## src/rtl/ascon_hash_stream_wrapper_pkg.sv

```systemverilog
// ascon_hash_stream_wrapper_pkg: wrapper FSM states, Ascon constants and the permutation round
package ascon_hash_stream_wrapper_pkg;
  typedef enum logic [1:0] {IDLE, LOADED, HASH, OUT} state_e;
  typedef logic [4:0][63:0] state_t;
  localparam logic [63:0] IV = 64'h00400c0000000100;
  function automatic bit legal_w(input int w);
    return w == 1 || w == 2 || w == 4 || w == 8 || w == 16 || w == 32;
  endfunction
  function automatic logic [63:0] ror(input logic [63:0] v, input int n);
    return (v >> n) | (v << (64 - n));
  endfunction
  // Lane-parallel chi: t[k] = ~x[k] & x[k+1 mod 5], done on the whole packed state
  function automatic state_t ascon_round(input state_t s, input logic [3:0] i);
    state_t x, t;
    x = s;
    x[2] ^= {56'b0, 4'hf - i, i};
    x[0] ^= x[4];
    x[4] ^= x[3];
    x[2] ^= x[1];
    t = ~x & {x[0], x[4:1]};
    x ^= {t[0], t[4:1]};
    x[1] ^= x[0];
    x[0] ^= x[4];
    x[3] ^= x[2];
    x[2] = ~x[2];
    x[0] ^= ror(x[0], 19) ^ ror(x[0], 28);
    x[1] ^= ror(x[1], 61) ^ ror(x[1], 39);
    x[2] ^= ror(x[2], 1) ^ ror(x[2], 6);
    x[3] ^= ror(x[3], 10) ^ ror(x[3], 17);
    x[4] ^= ror(x[4], 7) ^ ror(x[4], 41);
    return x;
  endfunction
endpackage

```

## src/rtl/ascon_hash_core.sv

```systemverilog
// ascon_hash_core: iterative Ascon-Hash over a single-block message, one round per clock
module ascon_hash_core import ascon_hash_stream_wrapper_pkg::*; #(
  parameter int A = 12,
  parameter int B = 12,
  parameter int L = 256,
  parameter int Y = 40
) (
  input  logic         clk,
  input  logic         rst_n,
  input  logic         start,
  input  logic [Y-1:0] msg,
  output logic         hash_ready,
  output logic [L-1:0] digest
);
  state_t s, r;
  logic run, seg_end;
  logic [3:0] rnd, seg, lim;
  // seg 0: init perm, seg 1: absorb perm, seg 2..: squeeze perms; each seg end after 0 yields 64 digest bits
  always_comb begin
    lim = seg < 4'd2 ? 4'(A) : 4'(B);
    seg_end = rnd == lim - 4'd1;
    r = ascon_round(s, 4'd12 - lim + rnd);
  end
  always_ff @(posedge clk)
    if (!rst_n) begin
      s <= '0;
      run <= 1'b0;
      rnd <= '0;
      seg <= '0;
      hash_ready <= 1'b0;
      digest <= '0;
    end else if (start && !run && !hash_ready) begin
      s <= {256'b0, IV};
      run <= 1'b1;
    end else if (run) begin
      s <= {r[4:1], r[0] ^ (seg_end && seg == '0 ? 64'({msg, 1'b1}) << (63 - Y) : 64'b0)};
      rnd <= seg_end ? '0 : rnd + 4'd1;
      seg <= seg + 4'(seg_end);
      if (seg_end && seg != '0) digest <= {digest[L-65:0], r[0]};
      if (seg_end && seg == 4'(L / 64)) begin
        run <= 1'b0;
        hash_ready <= 1'b1;
      end
    end
endmodule

```

## src/rtl/ascon_hash_stream_wrapper_piso.sv

```systemverilog
// ascon_hash_stream_wrapper_piso: parallel-load digest shifter with a W-bit valid/ready output
module ascon_hash_stream_wrapper_piso #(
  parameter int L = 256,
  parameter int W = 1,
  parameter bit LSB1ST = 1
) (
  input  logic         clk,
  input  logic         rst,
  input  logic         load,
  input  logic [L-1:0] din,
  output logic         valid,
  output logic [W-1:0] data,
  input  logic         ready,
  output logic         last
);
  localparam int CW = $clog2(L / W + 1);
  logic [L-1:0] sr;
  logic [CW-1:0] cnt;
  assign data = LSB1ST ? sr[W-1:0] : sr[L-1 -: W];
  assign last = valid && ready && cnt == CW'(L / W - 1);
  always_ff @(posedge clk or posedge rst)
    if (rst) begin
      sr <= '0;
      cnt <= '0;
      valid <= 1'b0;
    end else if (load) begin
      sr <= din;
      cnt <= '0;
      valid <= 1'b1;
    end else if (valid && ready) begin
      sr <= LSB1ST ? sr >> W : sr << W;
      cnt <= last ? '0 : cnt + 1'b1;
      valid <= !last;
    end
endmodule

```

## src/rtl/ascon_hash_stream_wrapper.sv

```systemverilog
// ascon_hash_stream_wrapper: W-bit valid/ready message in and digest out around one Ascon-Hash core
module ascon_hash_stream_wrapper import ascon_hash_stream_wrapper_pkg::*; #(
  parameter int R = 64,
  parameter int A = 12,
  parameter int B = 12,
  parameter int H = 256,
  parameter int L = 256,
  parameter int Y = 40,
  parameter int W = 1,
  parameter bit LSB1ST = 1
) (
  input  logic         clk,
  input  logic         rst,
  input  logic         msg_valid,
  input  logic [W-1:0] msg_data,
  output logic         msg_ready,
  input  logic         start,
  output logic         start_err,
  output logic         busy,
  output logic         dig_valid,
  output logic [W-1:0] dig_data,
  input  logic         dig_ready,
  output logic         done
);
  localparam int CW = $clog2((Y > L ? Y : L) / W + 1);
  if (!legal_w(W) || Y % W != 0 || L % W != 0 || R != 64 || H != L || Y >= R || L % R != 0 || L <= R) begin : g_bad_params
    $error("ascon_hash_stream_wrapper: illegal parameter set");
  end
  state_e state, nxt;
  logic [Y-1:0] msg;
  logic [CW-1:0] beat_cnt;
  logic [L-1:0] digest;
  logic clr_q, core_rst_n, hash_ready, accept, last_beat, last_dig;
  assign msg_ready = state == IDLE && !rst;
  assign accept = msg_valid && msg_ready;
  assign last_beat = accept && beat_cnt == CW'(Y / W - 1);
  assign busy = state == HASH || state == OUT;
  assign done = clr_q;
  assign core_rst_n = ~(rst | clr_q);
  always_comb
    nxt = last_beat ? LOADED
        : state == LOADED && start ? HASH
        : state == HASH && hash_ready ? OUT
        : state == OUT && last_dig ? IDLE : state;
  always_ff @(posedge clk or posedge rst)
    if (rst) begin
      state <= IDLE;
      msg <= '0;
      beat_cnt <= '0;
      clr_q <= 1'b0;
      start_err <= 1'b0;
    end else begin
      state <= nxt;
      clr_q <= state == OUT && last_dig;
      start_err <= start && state != LOADED;
      if (accept) begin
        msg <= Y'({msg, msg_data});
        beat_cnt <= last_beat ? '0 : beat_cnt + 1'b1;
      end
    end
  ascon_hash_core #(.A(A), .B(B), .L(L), .Y(Y)) u_core (
    .clk(clk),
    .rst_n(core_rst_n),
    .start(state == LOADED && start),
    .msg(msg),
    .hash_ready(hash_ready),
    .digest(digest)
  );
  ascon_hash_stream_wrapper_piso #(.L(L), .W(W), .LSB1ST(LSB1ST)) u_piso (
    .clk(clk),
    .rst(rst),
    .load(state == HASH && hash_ready),
    .din(digest),
    .valid(dig_valid),
    .data(dig_data),
    .ready(dig_ready),
    .last(last_dig)
  );
endmodule

```

## config.mk

```make
export PLATFORM = sky130hd
export DESIGN_NAME = ascon_hash_stream_wrapper
export DESIGN_NICKNAME = d
export VERILOG_FILES = /design/src/rtl/ascon_hash_stream_wrapper_pkg.sv /design/src/rtl/ascon_hash_core.sv /design/src/rtl/ascon_hash_stream_wrapper_piso.sv /design/src/rtl/ascon_hash_stream_wrapper.sv
export SDC_FILE = /design/constraint.sdc
export NUM_CORES = 2
export LEC_CHECK = 0
export ABC_AREA = 1
export BUFFER_PORTS_ARGS = -buffer_cell sky130_fd_sc_hd__clkbuf_2
export CORE_MARGIN = 4
export CORE_UTILIZATION = 59
export CTS_CLUSTER_DIAMETER = 200
export DETAILED_ROUTE_END_ITERATION = 8
export PLACE_DENSITY_LB_ADDON = 0.05
export SLEW_MARGIN = 10
export SYNTH_ARGS = -nofsm -noshare
export SYNTH_HDL_FRONTEND = slang
export SYNTH_SLANG_ARGS = --single-unit
```

## constraint.sdc

```tcl
create_clock -name clk -period 8.69 [get_ports clk]
set_clock_uncertainty 0.15 [all_clocks]
set_input_delay 0.4345 -clock clk [delete_from_list [all_inputs] [get_ports clk]]
set_output_delay 0.4345 -clock clk [all_outputs]
set_load 0.005 [all_outputs]
```

==> flow_summary.toml <==
[floorplanning]
die_x_um = 312.5
initial_utilization_pct = 59.57
die_area_mm2 = 0.09763
coreArea_mm2 = 0.09180
die_h_um = 312.5
ioPinCount = 12
rows = 111

[global_route]
use_met3_pct = 9.197
overflow = 0
grt_max_degree = 172
groute.layer.met1.usage_pct = 49.71
grt_util_met2_pct = 60.24
antenna_found_initial = 8
grt_pass1_wl_um = 298200
grt_use_total_pct = 40.51
grt_pass1_vias = 47170
busiest_layer = "met2"

[power_and_ir_drop]
switching_power_w = 0.002287
total_power_w = 0.009423
combPwrFrac_pct = 5.1
p_per_area_mw_per_mm2 = 160.2
seq_power_share_pct = 47.4
power_switching_share_pct = 24.28
vdd_drop_max_uv = 182.6
p_int_w = 0.007135
leakagePower_nw = 27.65
clockPowerShare_pct = 47.5

[yosys]
syn_area_per_cell_um2 = 6.833
ys_warn_count = 0
synth_top_area_cell = "dfxtp_1"
synth_area_mm2 = 0.05469
yosysSeqAreaShare_pct = 36.05
synth-seq-cells = 905
synth_top_area_share_pct = 21.45
synth_cell_types = 42
yosys.area_share.xor_xnor_pct = 9.868
synthCells = 8004
synthAdderAreaFrac_pct = 3.043
synthMuxAreaShare_pct = 0
synth_nets = 8143
synth_top_family_by_area = "simple AND/OR/NAND/NOR gates"
synth_compound_area_share_pct = 13.32
synth-simple-area-share_pct = 26.96
synth_area_leaders = "dfxtp_1, nand2_1, dfrtp_1, inv_1, nand3_1"

[place]
port_buffers = 11
dpl.hpwl_um = 148900
numPlacedInstances = 8980
routabilityCongestion = 1.120

[routing]
route.detailed.drc = 0
drt-total-wl_um = 203400
vias = 52515
ant_nets = 0
vias_per_cell = 5.725
avgRoutedWirePerCell_um = 22.17
drtIter0Drc = 6255
dr.pass1.iters = 7

[cells_and_area]
syn_to_final_growth_pct = 7.532
final_common_cell = "nand2_1"
drive_gt1_share_pct = 3.836
nets = 7982
stdcell_count = 9173
final_cell_mix = "nand2_1, inv_1, nand3_1"

[hold_path]
worstHoldPathCells = 5
hold_path.class = "in -> reg"
min-delay-start = "msg_valid"
hold_end = "beat_cnt[1]$_DFFE_PP0P_"

[clock_network]
ctsResizeCount = 0
clock_latency_ns = 0.73
cts_max_level = 3
cts_tree = "yes"
cts_setup_buffers = 0
cts_buffers = 101
clock_sinks = 905
clockBufferDepth = 3
postCtsHoldBufs = 3
cts.clk_slew.worst_paths_ns = 0.06
clock_tree.root_cell = "clkbuf_16"

[setup_path]
critical_path_class = "reg -> reg"
critPathLaunchType = "flip-flop"
path_max_fanout = 149
arrival_ns = 4.77
cpLargestDelayFamily = "buffers and inverters"
worst_path_max_delay_cell = "buf_4"
rr_worst_depth = 12
crit_required_ns = 9.18
crit_buf_inv = 5
crit_start = "state[1]$_DFFE_PP0P_"
path_cells = "inv_2, nor3_4, buf_4, buf_12, nor2_4, inv_4, buf_4, and3_1, nand2_1, nand2_1, o21ai_1, nor2_1"
r2r-start = "state[1]$_DFFE_PP0P_"
r2r-end = "u_piso.cnt[4]$_DFFE_PP0P_"
r2r_slack_ns = 4.41
crit_path_end_kind = "flip-flop"
max_stage_delay_ns = 0.74

[sta]
relSlewSlack_pct = 9.834
worst_slew_pin_slew_ns = 1.348
finalHoldViolations = 0
slew_violations = 0
fin_setup_tns_ns = 0
timing.fmax_mhz = 233.6
min_period_ns = 4.280
timing.final.crit_share_pct = 49.25
setup_viol = 0
rsz0062_at_grt = "false"

[job]
max_cap_violations = 0

[outcome]
outcome = "finished, final reports clean"
registers in the layout, summed over array words and instances, names as in the netlist, 2 cells and up:
signal and flops:
beat_cnt 9, u_core.s 320, u_core.seg 4, u_piso.sr 256
msg 40, state 2, u_core.rnd 4, u_piso.cnt 9
u_core.digest 256
layout make-up:
cell class,instances,area [µm²]
multi-input cells,5592,29140
clock inverters,33,485.5
repair buffers,52,432.9
clock buffers,152,2962
inverters,1191,4502
fillers,8523,33000
well taps,1243,1555
flip-flops and latches,905,19720
diodes,5,12.51
worst reg2reg max path: cells and delay by family, from the launching register on:
family          cells  cell delay, ns
buf+inv             5            2.63
simple gates        6            0.94
flops               1            0.43
compound gates      1            0.06
how the worst max path moves through the flow:
stage	endpoint	slack [ns]	cells past startpoint
after floorplan	beat_cnt[0]$_DFFE_PP0P_	3.85	1
after global placement	u_piso.cnt[4]$_DFFE_PP0P_	4.50	12
after detailed placement	u_piso.cnt[4]$_DFFE_PP0P_	4.44	12
after CTS	u_piso.cnt[4]$_DFFE_PP0P_	4.42	12
after global routing	u_piso.cnt[4]$_DFFE_PP0P_	4.11	12
final	u_piso.cnt[4]$_DFFE_PP0P_	4.41	12
metal layers:
layer  vias up  part of all wire (%)  wire [µm]
met4         6                    11      21960
li1      25128                     -          -
met5         -                 0.020         41
met1     24276                    38      77090
met2      2411                    42      84980
met3       694                   9.5      19280
cells by family (layout without fill, tap and decap cells):
logic type	after synthesis	after routing
flops	905	905
buf+inv	1507	1428
compound gates	1264	1264
other cells	0	5
simple gates	3620	3620
xor+xnor	575	575
fa+ha+maj	133	133
synthesized netlist by cell type (all sizes together):
cell type and number:
ha 133, dfrtp 319, nand3 647, o211ai 171, a211oi 2, nand2 2317
nor4b 1, or2 7, nand2b 2, nand3b 10, nor4 3, a21oi 365
nor2 548, inv 1191, nand4 74, buf 142, nor3 8, xnor2 184
a22o 1, xor2 391, and3 1, nor3b 2, dfxtp 586, o22ai 1
o221ai 19, o21ai 590, o311ai 114, clkbuf 174, a221oi 1
power groups by stage:
| stage | Clock, W | Combinational [W] | Sequential [W] |
|---|---|---|---|
| 2_1_floorplan | 0 | 0.000364 | 0.00452 |
| 3_3_place_gp | 0 | 0.000464 | 0.00454 |
| 3_5_place_dp | 0 | 0.000478 | 0.00455 |
| 4_1_cts | 0.00449 | 0.000482 | 0.00446 |
| 5_1_grt | 0.00467 | 0.000540 | 0.00448 |
| 6_report | 0.00447 | 0.000481 | 0.00447 |
through the flow:
stage | hold WS (ns) | setup WS (ns) | instance area (µm²) | util [%]
4_1_cts | 0.2141 | 4.424 | 58790 | 64.04
3_3_place_gp | 0.3115 | 4.501 | 55310 | 60.25
3_5_place_dp | 0.3170 | 4.440 | 55310 | 60.25
5_1_grt | 0.2706 | 4.108 | 58790 | 64.04
6_report | 0.2341 | 4.410 | 58810 | 64.06
2_1_floorplan | 0.2926 | 3.853 | 54690 | -
(Power assumes the default switching activity.)
